===== src/rtl/fp_wb_status.sv =====
// Writeback/status stage behind the FP ALU: 2-entry writeback FIFO toward the
// FP register file plus the architectural FCSR (RM, sticky flags, enables, cause, FCC) and trap pulse.
module fp_wb_status #(
    parameter int DEPTH = 2
) (
    input  logic        clk,
    input  logic        rst_n,
    input  logic        in_valid,
    output logic        in_ready,
    input  logic [4:0]  in_op,
    input  logic [4:0]  in_dest,
    input  logic [31:0] in_result,
    input  logic        in_dbz,
    input  logic        in_qnan,
    input  logic        in_snan,
    input  logic        in_inexact,
    input  logic        in_underflow,
    input  logic        in_overflow,
    output logic        wb_valid,
    input  logic        wb_ready,
    output logic [4:0]  wb_addr,
    output logic [31:0] wb_data,
    input  logic        fcsr_we,
    input  logic [31:0] fcsr_wdata,
    output logic [31:0] fcsr,
    output logic [1:0]  rounding_mode,
    output logic        fp_trap
);

    localparam logic [1:0] COUNT_FULL  = 2'd2;
    localparam logic [1:0] COUNT_EMPTY = 2'd0;

    // Exception vector in FCSR field order {V,Z,O,U,I}.
    function automatic logic [4:0] flag_vec(
        input logic dbz,
        input logic qnan,
        input logic snan,
        input logic overflow,
        input logic underflow,
        input logic inexact
    );
        return {qnan | snan, dbz, overflow, underflow, inexact};
    endfunction

    logic [1:0]  rm_r;
    logic [4:0]  flags_r;
    logic [4:0]  enables_r;
    logic [4:0]  cause_r;
    logic        fcc_r;
    logic        trap_r;
    logic [1:0]  count_r;
    logic        wr_ptr_r;
    logic        rd_ptr_r;
    logic [4:0]  addr_mem_r [DEPTH];
    logic [31:0] data_mem_r [DEPTH];

    logic [4:0]  e_s;
    logic        accept_s;
    logic        trap_s;
    logic        is_cmp_s;
    logic        push_s;
    logic        pop_s;
    logic [1:0]  count_nxt_s;

    assign e_s      = flag_vec(in_dbz, in_qnan, in_snan, in_overflow, in_underflow, in_inexact);
    assign in_ready = (count_r != COUNT_FULL) && !fcsr_we;
    assign wb_valid = (count_r != COUNT_EMPTY);
    assign wb_addr  = addr_mem_r[rd_ptr_r];
    assign wb_data  = data_mem_r[rd_ptr_r];
    assign fcsr     = {8'b0, fcc_r, 6'b0, cause_r, enables_r, flags_r, rm_r};
    assign rounding_mode = rm_r;
    assign fp_trap  = trap_r;

    // Decode the accept into trap / compare / push actions.
    always_comb begin
        accept_s = in_valid && in_ready;
        trap_s   = 1'b0;
        is_cmp_s = 1'b0;
        push_s   = 1'b0;
        pop_s    = wb_valid && wb_ready;
        case (in_op)
            5'd22, 5'd23: is_cmp_s = 1'b1;
            default:      is_cmp_s = 1'b0;
        endcase
        if (accept_s) begin
            trap_s = ((e_s & enables_r) != 5'd0);
            push_s = !trap_s && !is_cmp_s;
        end else begin
            trap_s = 1'b0;
            push_s = 1'b0;
        end
    end

    // Occupancy update; push is already excluded when full.
    always_comb begin
        count_nxt_s = count_r;
        case ({push_s, pop_s})
            2'b10:   count_nxt_s = count_r + 2'd1;
            2'b01:   count_nxt_s = count_r - 2'd1;
            default: count_nxt_s = count_r;
        endcase
    end

    // FCSR fields and the trap pulse.
    always_ff @(posedge clk or negedge rst_n) begin
        if (!rst_n) begin
            rm_r      <= 2'd0;
            flags_r   <= 5'd0;
            enables_r <= 5'd0;
            cause_r   <= 5'd0;
            fcc_r     <= 1'b0;
            trap_r    <= 1'b0;
        end else begin
            trap_r <= trap_s;
            if (fcsr_we) begin
                rm_r      <= fcsr_wdata[1:0];
                flags_r   <= fcsr_wdata[6:2];
                enables_r <= fcsr_wdata[11:7];
                cause_r   <= fcsr_wdata[16:12];
                fcc_r     <= fcsr_wdata[23];
            end else if (accept_s) begin
                cause_r <= e_s;
                if (!trap_s) begin
                    flags_r <= flags_r | e_s;
                    if (is_cmp_s) begin
                        fcc_r <= in_result[0];
                    end
                end
            end
        end
    end

    // FIFO pointers and occupancy.
    always_ff @(posedge clk or negedge rst_n) begin
        if (!rst_n) begin
            count_r  <= 2'd0;
            wr_ptr_r <= 1'b0;
            rd_ptr_r <= 1'b0;
        end else begin
            count_r <= count_nxt_s;
            if (push_s) begin
                wr_ptr_r <= wr_ptr_r + 1'b1;
            end
            if (pop_s) begin
                rd_ptr_r <= rd_ptr_r + 1'b1;
            end
        end
    end

    // FIFO storage; cleared on reset so the head reads zero when idle.
    always_ff @(posedge clk or negedge rst_n) begin
        if (!rst_n) begin
            for (int i = 0; i < DEPTH; i++) begin
                addr_mem_r[i] <= 5'd0;
                data_mem_r[i] <= 32'd0;
            end
        end else if (push_s) begin
            addr_mem_r[wr_ptr_r] <= in_dest;
            data_mem_r[wr_ptr_r] <= in_result;
        end
    end

endmodule


===== config.mk =====
export PLATFORM = sky130hd
export DESIGN_NAME = fp_wb_status
export DESIGN_NICKNAME = d
export VERILOG_FILES = /design/src/rtl/fp_wb_status.sv
export SDC_FILE = /design/constraint.sdc
export NUM_CORES = 1
export LEC_CHECK = 0
export CAP_MARGIN = 20
export CELL_PAD_IN_SITES_DETAIL_PLACEMENT = 0
export CELL_PAD_IN_SITES_GLOBAL_PLACEMENT = 1
export CORE_MARGIN = 8
export CORE_UTILIZATION = 36
export DETAILED_ROUTE_END_ITERATION = 12
export MAX_ROUTING_LAYER = met4
export PLACE_DENSITY = 0.93
export SLEW_MARGIN = 20
export SYNTH_ARGS = -nofsm -noshare
export SYNTH_HDL_FRONTEND = slang
export SYNTH_SLANG_ARGS = --single-unit

===== constraint.sdc =====
create_clock -name clk -period 2.3 [get_ports clk]
set_input_delay 0.23 -clock clk [delete_from_list [all_inputs] [get_ports clk]]
set_output_delay 0.23 -clock clk [all_outputs]
set_load 0.02 [all_outputs]

# After elaboration in Yosys (flattened, before gate mapping)
# Index checks and enable logic that the tools add are counted.
dict set report totals {
  ff_bits 97
  inputBits 85
  output_inout_bits 74
  word_cells 72
}
dict set report op_classes {
  n_addsub 4
  order_cmp 3
  n_eq_ne 6
  muxes 25
  n_bitwise 5
  n_reduce_logical 16
}
# operator n
set ops {}
lappend ops {{32-bit 2-to-1 mux} 4}
lappend ops {{64-bit bitwise mux} 1}
lappend ops {{5-bit 2-to-1 mux} 9}
lappend ops {{32-bit demux with 1-bit select} 1}
lappend ops {{10-bit bitwise mux} 1}
lappend ops {{5-bit == test, second input constant} 2}
lappend ops {{2-bit nonzero test} 4}
lappend ops {{1-bit 2-to-1 mux} 7}
lappend ops {{5-bit bitwise AND} 1}
lappend ops {{5-bit demux with 1-bit select} 1}
lappend ops {{1-bit logical AND} 5}
lappend ops {{5-bit OR} 1}
lappend ops {{5-bit nonzero test} 1}
lappend ops {{2-bit greater-or-equal comparator, second input constant} 2}
lappend ops {{2-bit inequality test, second input constant} 2}
lappend ops {{1-bit inverter with 2-bit output} 2}
lappend ops {{2-bit case mux with 2 select lines} 1}
lappend ops {{1-bit zero test} 3}
lappend ops {{3-bit AND reduction} 1}
lappend ops {{1-bit adder, second input constant} 2}
lappend ops {{2-bit by 1-bit adder with 2-bit output, second input constant} 1}
lappend ops {{2-bit by 1-bit == test with 1-bit output, second input constant} 1}
lappend ops {{2-bit == test, second input constant} 1}
lappend ops {{2-bit by 1-bit < comparator with 1-bit output, second input constant} 1}
lappend ops {{other kinds (4)} 4}

# Longest topological paths before layout
dict set report depth {
  depth_word 8
  depth_mapped 8
  mapped_depth_nobuf 7
}

# Worst setup path after synthesis
# OpenSTA, ideal clock, no wires.
dict set report synth_timing {
  path_kind {reg-to-reg}
  startpoint {register enables_r[0]}
  endpoint {register data_mem_r[17] (netlist bit)}
  setup_ns 0.125
  arrival_time_ns 1.730
  required_time_ns 2.175
  setup_slack_ns 0.445
  path_stages_with_launch 6
  n_path_buf 1
  synth_period_minus_slack_ns 1.855
  path_cell_list {dfrtp_1 a22oi_1 nand3_1 nor3_4 buf_6 mux2_2}
}
dict set report synth_between {
  elab_chain_cells 5
}
# item line
set synth_rtl {}
lappend synth_rtl {{start: declaration} 47} ;# logic [4:0] enables_r;
lappend synth_rtl {{start signal: assignment} 118} ;# enables_r <= fcsr_wdata[11:7];
lappend synth_rtl {{5-bit bitwise AND} 86} ;# trap_s = ((e_s & enables_r) != 5'd0);
lappend synth_rtl {{5-bit nonzero test} 86}
lappend synth_rtl {{1-bit zero test} 87} ;# push_s = !trap_s && !is_cmp_s;
lappend synth_rtl {{1-bit logical AND} 87}
lappend synth_rtl {{1-bit 2-to-1 mux} 85} ;# if (accept_s) begin
lappend synth_rtl {{end signal: indexed assignment} 159} ;# data_mem_r[wr_ptr_r] <= in_result;
lappend synth_rtl {{end: declaration} 55} ;# logic [31:0] data_mem_r [DEPTH];
# Every way passes these cells.
# A chain may end at the register's enable or synchronous reset.

# Worst setup path in the final report
dict set report layout_timing {
  startpoint {register rd_ptr_r}
  endpoint {output wb_addr[1]}
}
dict set report layout_between {
  elab_chain_cells 4
}
# item line
set layout_rtl {}
lappend layout_rtl {{start: declaration} 53} ;# logic rd_ptr_r;
lappend layout_rtl {{start signal: assignment} 145} ;# rd_ptr_r <= rd_ptr_r + 1'b1;
lappend layout_rtl {{1-bit inverter with 2-bit output (not written as such)} 68} ;# assign wb_addr = addr_mem_r[rd_ptr_r];
lappend layout_rtl {{5-bit 2-to-1 mux (not written as such) (3 in a row)} 68}
lappend layout_rtl {{end: declaration} 21} ;# output logic [4:0] wb_addr,
# Every way passes these cells. The select of a mux whose other input is x is not followed.

==> key figures <==
Outcome
  – Outcome: finished, final reports clean

Floorplanning
  – # IOs: 159
  – Die Wd: 128 µm
  – Total die area: 16400 µm²
  – Die H: 128 µm
  – Core box area: 12400 µm²
  – Starting Density: 36.4%
  – Row count: 41

Critical path
  – Setup CP Type: flip-flop to primary output
  – CP max FO: 21
  – Setup crit start kind: flip-flop
  – CP endpoint kind: primary output
  – Reg2Reg Depth: 5
  – CP required: 2.07 ns
  – Worst EP arrival: 1.94 ns

Place
  – Buffers added on ports: 129
  – Cells after DPL: 601
  – GPL Wtd Cong: 0.762
  – DPL Wire Length: 7610 µm

Timing
  – Clk_skew: 0.00626 ns
  – Fin crit period: 2.17 ns
  – Fmax achieved: 460 MHz
  – Worst hold slack: 0.425 ns
  – Setup-failing EPs final: 0
  – Post-route setup TNS: 0 ns
  – Slew Viols, Final: 0
  – Measured slew at the worst slew-check pin: 0.598 ns
  – RSZ-0062 raised after global routing: no
  – Final period util: 94.5%
  – Relative slew slack: 60.2%
  – Final hold violations: 0

Global routing
  – Remaining Overflow, GRT: 0
  – First-pass GRT wire length: 17500 µm
  – Total global-route track usage: 14.0%
  – Maximum number of pins on one net before global-route repair: 55
  – Number of global-route vias before repair: 3366
  – Initial antenna violation count: 0

Power
  – Tot Pwr: 0.00780 W
  – Max VDD drop: 0.394 mV
  – Switching share of total power: 32.3%
  – Pwr dens: 1250 nW/µm²
  – Clock network fraction of total power: 20.0%
  – Psw: 0.00251 W
  – Sequential Power Share: 34.5%
  – Lkg Pwr: 2.81 nW
  – Internal power: 0.00528 W
  – Comb pwr share: 45.5%

Synthesis
  – Fraction of registers with async set/reset: 100%
  – EDFF count, synth: 0
  – Mapped Avg Cell Area: 14.5 µm²
  – Post-Synthesis Cell Area: 4520 µm²
  – Top FF cell, synth: dfrtp_1
  – FF+latch count, synth: 97
  – Ys Warns: 0
  – Sequential area share after synthesis: 53.8%
  – Cells after synthesis: 311
  – Synth cell types: 28

CTS
  – Skew-Pair Late Insertion Delay: 0.34 ns
  – H-tree depth: 3
  – CTS max path bufs: 2
  – Setup Buffers After CTS: 0
  – CTS tree: done
  – Clk sink count: 97
  – Root buffer cell: clkbuf_16
  – Clock Pin Slew Worst Setup and Hold Paths: 0.07 ns
  – CTS Buf Count: 9

Worst hold path
  – Hold Path Class: input port to async pin

Route
  – Antenna-violating nets left: 0
  – First drt pass iteration count: 4
  – Initial DRC Count: 126
  – Total number of vias: 2904
  – Post-DR vias/cell: 4.70
  – DRC viols: 0
  – DR WL/cell: 17.2 µm
  – Routed wire length: 10600 µm

Cells and area
  – Syn-to-layout area delta: 38.4%
  – Commonest non-fill, non-tap cell in the layout: clkdlybuf4s50_1
  – Most frequent cells in the layout: clkdlybuf4s50_1 (128), dfrtp_1 (96), mux2_2 (83)
  – Fill cells: 1095
  – Layout net count: 527
  – Diodes inserted: 0
  – Finished Layout Cells: 618
  – Share of post-route cells with drive strength above 1: 32.5%

Run
  – Max-cap violations: 0
==> power groups by stage <==
stage,Combinational (W),Clock (W),Sequential (W)
after floorplan,0.00218,0,0.00265
after global placement,0.00354,0,0.00266
after detailed placement,0.00358,0,0.00272
after CTS,0.00361,0.00162,0.00269
after global routing,0.00377,0.00168,0.00278
final,0.00355,0.00156,0.00269
==> registers in the layout (all words and copies together) (netlist names) <==
signal         count
addr_mem_r        10
cause_r            5
count_r            2
data_mem_r        64
enables_r          5
fcc_r              1
flags_r            5
fp_trap            1
rd_ptr_r           1
rounding_mode      2
wr_ptr_r           1
==> through the flow <==
step	instance area, µm²	utilization, %	setup WS (ns)
3_5_place_dp	5930	47.7	0.0547
3_3_place_gp	5930	47.7	0.104
4_1_cts	6250	50.3	0.0785
6_report	6250	50.3	0.128
2_1_floorplan	4560	-	0.445
5_1_grt	6250	50.3	0.0406
==> layer usage <==
| metal | share of wire, % | global-route usage (%) |
|---|---|---|
| met1 | 43 | 16.1 |
| met2 | 47 | 21.5 |
| met3 | 7.9 | 5.24 |
| met4 | 2.0 | 6.22 |
| met5 | 0 | - |
==> cells by family after synthesis <==
logic type | count (synthesis) | synth area share (%)
muxes | 123 | 33.0
DFF | 97 | 53.8
buffers and inverters | 33 | 5.49
other | 1 | 0.0830
adders and majority gates | 1 | 0.277
and+or+nand+nor | 31 | 3.88
AOI/OAI and AO/OA | 20 | 2.52
xor gates and xnor gates | 5 | 0.970
==> worst max-delay path, cell delays in order (launching register included) <==
cell and delay [ns]:
dfrtp_2 0.35, buf_4 0.29, mux2_2 0.38, clkdlybuf4s50_1 0.56
==> final cells by class <==
cell class	count	area, µm²	share of cell area, %
Multi-Input combinational cell	194	1890	30.2
Clock buffer	10	239	3.82
Tap cell	172	215	3.44
Timing Repair Buffer	139	1400	22.5
Sequential cell	97	2430	38.9
Clock inverter	6	72.6	1.16
==> repair_timing <==
action | CTS | global route
hold buffers | 1 | 0
gates resized for setup | 0 | 0
hold endpoints to repair | 43 | 0
==> worst paths after layout <==
kind / startpoint / end / slack [ns]
setup reg to reg: enables_r[0]$_DFFE_PN0P_ / data_mem_r[9]$_DFFE_PN0P_ / 0.44
hold reg to reg: data_mem_r[24]$_DFFE_PN0P_ / data_mem_r[24]$_DFFE_PN0P_ / 0.48
setup / recovery: rd_ptr_r$_DFFE_PN0P_ / wb_addr[1] / 0.13
min in group clk: fcsr_wdata[5] / flags_r[3]$_DFFE_PN0P_ / 0.45
max in group asynchronous: rst_n / data_mem_r[42]$_DFFE_PN0P_ / 1.18
hold / removal: rst_n / cause_r[3]$_DFFE_PN0P_ / 0.43
==> synth_stat cells (3+ instances only) <==
master / count / area share, %
dfrtp_1: 97 / 54
mux2_2: 83 / 21
mux2_4: 30 / 10
buf_4: 19 / 3.2
o21ai_0: 12 / 1.3
nand2_1: 11 / 0.91
buf_6: 7 / 1.7
a31oi_1: 5 / 0.69
clkbuf_1: 5 / 0.42
mux2_1: 5 / 1.2
mux2i_1: 5 / 1.1
nand3_1: 4 / 0.44
a22oi_1: 3 / 0.50
nor2b_1: 3 / 0.42
xnor2_1: 3 / 0.58
No activity file was read; power rests on OpenSTA's default activity.
